[src/rtl/multibyte_add_seq.sv]
// multibyte_add_seq
//   Drives a shared external 8-bit adder to build one NBYTES-wide addition per
//   request. Bytes are processed LSB first, one per clock, and the carry is
//   chained from byte to byte. Full-word status flags are collected along the
//   way: signed overflow, zero and negative.
//
// Optional feature, controlled by the macro SUB_MODE_EN:
//   When the macro is defined, the block gains a req_sub input.
//   When req_sub is set, the block computes A-B instead of A+B, using the
//   two's-complement form A + ~B + 1. When the macro is undefined, the block
//   only adds.
//
// Ports
//   clk, rst_n         clock (rising edge) and asynchronous active-low reset
//   req_valid/ready    request handshake; ready is high only while idle
//   req_a, req_b       operands, 8*NBYTES bits wide
//   req_ci             carry into byte 0
//   req_sub            subtract select (only when SUB_MODE_EN is defined)
//   add_a/b/ci         operands sent to the external adder; held at zero when idle
//   add_sum/co         adder result, combinational in the same cycle
//   res_valid/ready    result handshake
//   res_sum            full-width sum
//   res_co             carry out of the top byte
//   res_ov, res_z, res_n  overflow, zero and negative flags for the full word
module multibyte_add_seq #(
  parameter int NBYTES = 4
) (
  input  logic                  clk,
  input  logic                  rst_n,
  input  logic                  req_valid,
  output logic                  req_ready,
  input  logic [8*NBYTES-1:0]   req_a,
  input  logic [8*NBYTES-1:0]   req_b,
  input  logic                  req_ci,
`ifdef SUB_MODE_EN
  input  logic                  req_sub,
`endif
  output logic [7:0]            add_a,
  output logic [7:0]            add_b,
  output logic                  add_ci,
  input  logic [7:0]            add_sum,
  input  logic                  add_co,
  output logic                  res_valid,
  input  logic                  res_ready,
  output logic [8*NBYTES-1:0]   res_sum,
  output logic                  res_co,
  output logic                  res_ov,
  output logic                  res_z,
  output logic                  res_n
);

  localparam int W    = 8 * NBYTES;
  localparam int IDXW = (NBYTES > 1) ? $clog2(NBYTES) : 1;
  localparam logic [IDXW-1:0] LAST_IDX = IDXW'(NBYTES - 1);

  typedef enum logic [1:0] {
    IDLE = 2'd0,
    RUN  = 2'd1,
    DONE = 2'd2
  } state_t;

  state_t          state_q;
  logic [W-1:0]    a_q;
  logic [W-1:0]    b_q;
  logic [W-1:0]    sum_q;
  logic [IDXW-1:0] idx_q;
  logic            carry_q;
  logic            zacc_q;
  logic            co_q;
  logic            ov_q;
  logic            z_q;
  logic            n_q;
  logic            opSub;

`ifdef SUB_MODE_EN
  logic            sub_q;
  assign opSub = sub_q;
`else
  assign opSub = 1'b0;
`endif

  logic [7:0] aByte;
  logic [7:0] bByte;
  logic [7:0] bOpByte;
  logic       aTop;
  logic       bTopOp;
  logic       sumZero;
  logic       startCarry;

  // Select the current byte of each latched operand. For a subtraction, B is
  // inverted here; the +1 of the two's complement enters as the initial carry.
  always_comb begin
    aByte      = a_q[8*idx_q +: 8];
    bByte      = b_q[8*idx_q +: 8];
    bOpByte    = opSub ? ~bByte : bByte;
    aTop       = a_q[W-1];
    bTopOp     = b_q[W-1] ^ opSub;
    sumZero    = (add_sum == 8'h00);
`ifdef SUB_MODE_EN
    startCarry = req_sub ? 1'b1 : req_ci;
`else
    startCarry = req_ci;
`endif
  end

  // The adder inputs are forced to zero outside RUN so the shared adder and
  // its flags stay quiet.
  always_comb begin
    add_a  = 8'h00;
    add_b  = 8'h00;
    add_ci = 1'b0;
    if (state_q == RUN) begin
      add_a  = aByte;
      add_b  = bOpByte;
      add_ci = carry_q;
    end
  end

  assign req_ready = (state_q == IDLE);
  assign res_valid = (state_q == DONE);
  assign res_sum   = sum_q;
  assign res_co    = co_q;
  assign res_ov    = ov_q;
  assign res_z     = z_q;
  assign res_n     = n_q;

  // Sequencer. The final byte's flags are computed straight from the adder
  // output, so the result can be presented on the cycle after the last edge.
  always_ff @(posedge clk or negedge rst_n) begin
    if (!rst_n) begin
      state_q <= IDLE;
      a_q     <= '0;
      b_q     <= '0;
      sum_q   <= '0;
      idx_q   <= '0;
      carry_q <= 1'b0;
      zacc_q  <= 1'b0;
      co_q    <= 1'b0;
      ov_q    <= 1'b0;
      z_q     <= 1'b0;
      n_q     <= 1'b0;
`ifdef SUB_MODE_EN
      sub_q   <= 1'b0;
`endif
    end else begin
      case (state_q)
        IDLE: begin
          if (req_valid) begin
            a_q     <= req_a;
            b_q     <= req_b;
            carry_q <= startCarry;
            idx_q   <= '0;
            zacc_q  <= 1'b1;
`ifdef SUB_MODE_EN
            sub_q   <= req_sub;
`endif
            state_q <= RUN;
          end
        end
        RUN: begin
          sum_q[8*idx_q +: 8] <= add_sum;
          carry_q             <= add_co;
          zacc_q              <= zacc_q & sumZero;
          if (idx_q == LAST_IDX) begin
            idx_q   <= '0;
            co_q    <= add_co;
            n_q     <= add_sum[7];
            ov_q    <= (aTop == bTopOp) & (add_sum[7] != aTop);
            z_q     <= zacc_q & sumZero;
            state_q <= DONE;
          end else begin
            idx_q <= idx_q + 1'b1;
          end
        end
        DONE: begin
          if (res_ready) begin
            state_q <= IDLE;
          end
        end
        default: begin
          state_q <= IDLE;
        end
      endcase
    end
  end

endmodule

[config.mk]
export PLATFORM = sky130hd
export DESIGN_NAME = multibyte_add_seq
export DESIGN_NICKNAME = d
export VERILOG_FILES = /design/src/rtl/multibyte_add_seq.sv
export SDC_FILE = /design/constraint.sdc
export NUM_CORES = 1
export LEC_CHECK = 0
export ABC_AREA = 1
export BUFFER_PORTS_ARGS = -buffer_cell sky130_fd_sc_hd__clkbuf_2
export CELL_PAD_IN_SITES_DETAIL_PLACEMENT = 0
export CELL_PAD_IN_SITES_GLOBAL_PLACEMENT = 1
export CORE_MARGIN = 8
export CORE_UTILIZATION = 38
export DETAILED_ROUTE_END_ITERATION = 12
export PLACE_DENSITY = 0.85
export SLEW_MARGIN = 20
export SYNTH_ARGS = -nofsm -noshare
export SYNTH_HDL_FRONTEND = slang
export SYNTH_SLANG_ARGS = --single-unit
export TNS_END_PERCENT = 10
[constraint.sdc]
create_clock -name clk -period 2.5 [get_ports clk]
set_clock_uncertainty 0.1 [all_clocks]
set_input_delay 0.5 -clock clk [delete_from_list [all_inputs] [get_ports clk]]
set_output_delay 0.5 -clock clk [all_outputs]
set_load 0.01 [all_outputs]
Yosys cells after proc, flatten, opt, wreduce, memory -nomap -nowiden. Cells that the tools add are included.

Register bits after elaboration: 106. Input bits: 78. Output and inout bits: 55. Logic and storage cells: 49.

Add/subtract/negate cells: 2. Equal/unequal tests: 8. Shifts and indexed selects: 4. Multiplexer cells: 15. Bitwise gates (word level): 2. Reductions and logical operators: 7.

Operators with widths (number): $shiftx 32x6->8 (2); $neg 5->34 (1); $shift 8x34->32 const A (1); $shiftx 8x34->32 (1); $bwmux 32 (1); $mux 8 (2); $mux 2 (5); $logic_not 8->1 (1); $pmux 2 s3 (1); $reduce_and 2->1 (3); $eq 2x2->1 const B (2); $ne 2x1->1 const B (2); $pmux 1 s2 (2); $pmux 2 s2 (1); $mux 1 (3); $reduce_and 3->1 (1); $add 2x1->2 const B (1); $and 1x1->1 (2); $eq 2x1->1 const B (1); $logic_not 2->1 (1); $ne 2x2->1 const B (1); $reduce_bool 2->1 (1); $eq 1x1->1 (1); $ne 1x1->1 (1).

Longest topological paths before layout.
Depth in word-level cells: 3. Mapped depth: 10.

Worst setup path after synthesis. No wires, ideal clock.

Path type: reg2reg. From: register idx_q[1]. To: register sum_q[6] (netlist: res_sum[6]). Setup time: 0.120 ns. Data arrival time: 1.756 ns. Required time: 2.280 ns. Setup slack: 0.524 ns. Stages on the path, launching flop included: 10. Buffers on the path: 2. Clock period less this slack: 1.976 ns. Cell sequence: dfrtp_1 > inv_1 > buf_1 > ha_1 > clkinv_1 > nor2_4 > buf_4 > nand2_1 > o21ai_0 > inv_1.

Longest elaborated chain between the ends: 3. Elaborated cells between the ends (all ways): 4. Classes of those cells: add/sub: 1; shift: 2; mux: 1.

RTL lines: start: declaration (line 66) `logic [IDXW-1:0] idx_q;`; start signal: assignment (line 172) `idx_q <= idx_q + 1'b1;`; $neg 5->34 (*) (line 161) `sum_q[8*idx_q +: 8] <= add_sum;`; $shiftx 8x34->32 or $shift 8x34->32 (tied branches) (line 161); $bwmux 32 (*) (line 161); end signal: indexed assignment (line 161); end: declaration (line 65) `logic [W-1:0] sum_q;`.

Mark *: on every way between the ends. The rest lies on a longest branch, timed or not. A chain may end at the register's enable or synchronous reset.

Worst setup path in the final report.
From: register state_q[1]. To: output add_a[5].

Longest elaborated chain between the ends: 2.

RTL lines: start: declaration (line 62) `state_t state_q;`; start signal: assignment (line 131) `state_q <= IDLE;`; start signal: assignment (line 157) `state_q <= RUN;`; start signal: assignment (line 170) `state_q <= DONE;`; $eq 2x1->1 (line 112) `if (state_q == RUN) begin`; $mux 8 (line 112); end: declaration (line 38) `output logic [7:0] add_a,`.

Every way passes these cells.

==> run summary <==
Status: completed
# rows: 42
Global Route Usage Sum: 0.171
Top-count cell post-synth: nand2_1
Slowest stage cell, crit path: a21oi_1
Final Hold Viols: 0
R2r setup slk: 0.45 ns
Final worst slack: 0.139 ns
Top cells by area, synth: dfrtp_1 53%, nand2_1 20%, inv_1 5.5%
Initial drt markers: 251
CTS Root Buffer Type: clkbuf_16
Asr flop ratio synth: 1.00
Leading register cell type out of synthesis: dfrtp_1
CP Cell Sequence: inv_2, nand2_2, a21oi_1, clkbuf_2
GRT overflow: 0
Die Span Y: 131 µm
Slew @ Worst Pin: 0.587 ns
Share of cells above drive strength 1: 0.222
Total Power: 8.06 mW
Mapped cell area: 5020 µm²
FMAX: 424 MHz
First-pass GRT wire length: 22.6 mm
CP required: 1.90 ns
Final worst path period need: 2.36 ns
Filler instances: 1362
DRC: 0
Cells after Synth: 652
Post-synthesis sequential area ratio: 0.528
Worst R2R End: res_sum[7]
Hpwl dp: 10.6 mm
Slew HR: 0.607
Via count: 4450
Syn_nets: 735
Clk_lat worst skew: 0.35 ns
Area leader, netlist: dfrtp_1
Unrepaired setup endpoints after global routing: no
Initial Util: 0.384
Pleak: 3.41 nW
Total Wirelength: 14.0 mm
TNS Setup: 0 ns
Yosys top cell area share: 0.528
Clk sink count: 106
Final period utilization: 0.944
Syn_area_per_cell: 7.70 µm²
Path depth of the worst reg2reg path: 7
DP Worst Slack: 0.477 ns
WS Path Type: reg -> out
Initial antenna violation count: 0
Diode count: 0
Critical path capture point type: primary output
Bufs on Longest Clock Path: 2
Synthesized flop and latch total: 106
Setup bufs post-CTS: 0
TritonCTS clock tree: yes
Number of global-route vias before repair: 4664
Clock slew at reported path FFs: 0.07 ns
Core Region: 13100 µm²
Final hold slack: 0.00627 ns
Largest net degree at the start of global routing: 66
Post-synth top cells: 265 x nand2_1, 106 x dfrtp_1, 73 x inv_1, 47 x nor2_1, 40 x o21ai_1
Post-synth EDFFs: 0
Max-cap viol count: 0
Post-route ant nets: 0
Final setup viols: 0
Power Dens Cells: 1310 nW/µm²
Port Buf Inserts: 132
Area Overhead vs Synth: 22.3%
Largest stage delay on the critical path: 0.39 ns
Die width: 131 µm
Slew Limit Fails: 0
Synth warn: 0
Max Fanout on Critical Path: 23
Vias per std cell: 4.66
First-pass DRT Iterations: 4
Startpoint types: flip-flop
Post-synth cell types: 24
Worst Hold Class: in -> async
Die area: 17200 µm²
Placer Congestion: 0.860
H-tree depth: 3
TritonCTS Buffers: 9
DR WL/cell: 14.7 µm
WP data arrival: 1.76 ns
I/O pins: 133
Reg2reg start: idx_q[0]
Fin nets: 857
Max IR drop VDD: 0.466 mV
## worst max-delay path, delay by kind of cell, from the launching register on
kind / cells / cell delay (ns)
AO/OA/AOI/OAI: 1 / 0.39
buffers and inverters: 2 / 0.30
flip-flops: 1 / 0.38
AND/OR/NAND/NOR: 1 / 0.34
## worst max path at each step
stage	startpoint	endpoint	slack, ns	cells after the start
after global routing	state_q[1]	add_a[5]	0.04	4
final	state_q[1]	add_a[5]	0.14	4
after global placement	idx_q[0]	add_a[7]	0.50	6
after detailed placement	idx_q[0]	res_sum[7]	0.48	7
after CTS	idx_q[0]	add_a[7]	0.10	6
after floorplan	idx_q[1]	res_sum[6]	0.52	9
## state kept, by name (all words and copies together) (netlist names)
name,cells
res_co,1
res_sum,32
carry_q,1
idx_q,2
zacc_q,1
res_z,1
res_ov,1
res_n,1
a_q,32
b_q,32
state_q,2
## placed cells by master (no fill, tap or decap), drive strengths merged, types with 5 or more instances in the layout
cell type,n
dfrtp,106
clkbuf,143
a21oi,17
nand3,26
ha,5
buf,9
inv,78
nand2,270
nor2,52
o21ai,64
## final cells by class
cell class                 count  area (µm²)  area share
tap                          176         220      0.0359
multi-input combinational    438        1900       0.309
sequential                   106        2650       0.432
clock inverter                 4        48.8     0.00795
timing repair buffer         140         752       0.122
inverter                      79         299      0.0487
clock buffer                  12         267      0.0434
## logic make-up (layout without fill, tap and decap cells)
kind of cell               Yosys count  after routing  synth area share
AOI/OAI and AO/OA                   83             83            0.0837
buffers and inverters              108            235            0.0934
and+or+nand+nor                    350            350             0.282
adders and majority gates            5              5            0.0125
DFF                                106            106             0.528
## metal layers
| metal | GRT usage | part of all wire |
|---|---|---|
| met1 | 0.210 | 0.44 |
| met5 | 0 | 0 |
| met3 | 0.0398 | 0.070 |
| met2 | 0.278 | 0.46 |
| met4 | 0.0790 | 0.023 |
## per-stage QoR
step,std cells,utilization,area (µm²)
final,955,0.469,6140
after global routing,955,0.469,6140
after CTS,955,0.469,6140
after detailed placement,939,0.445,5820
after global placement,939,0.445,5820
after floorplan,652,-,5020
## what timing repair did
action                                  CTS  global route
endpoints found under the hold margin     0             0
gates resized for setup                   0             1
endpoints found under the setup margin    0             2
hold buffers                              0             0
## power breakdown
group / leakage, nW / internal, mW / total, mW / switching (mW)
Clock: 0.159 / 0.857 / 1.50 / 0.641
Combinational: 1.91 / 1.26 / 3.67 / 2.41
Sequential: 1.34 / 2.51 / 2.89 / 0.377
No activity file was read; power rests on OpenSTA's default activity.
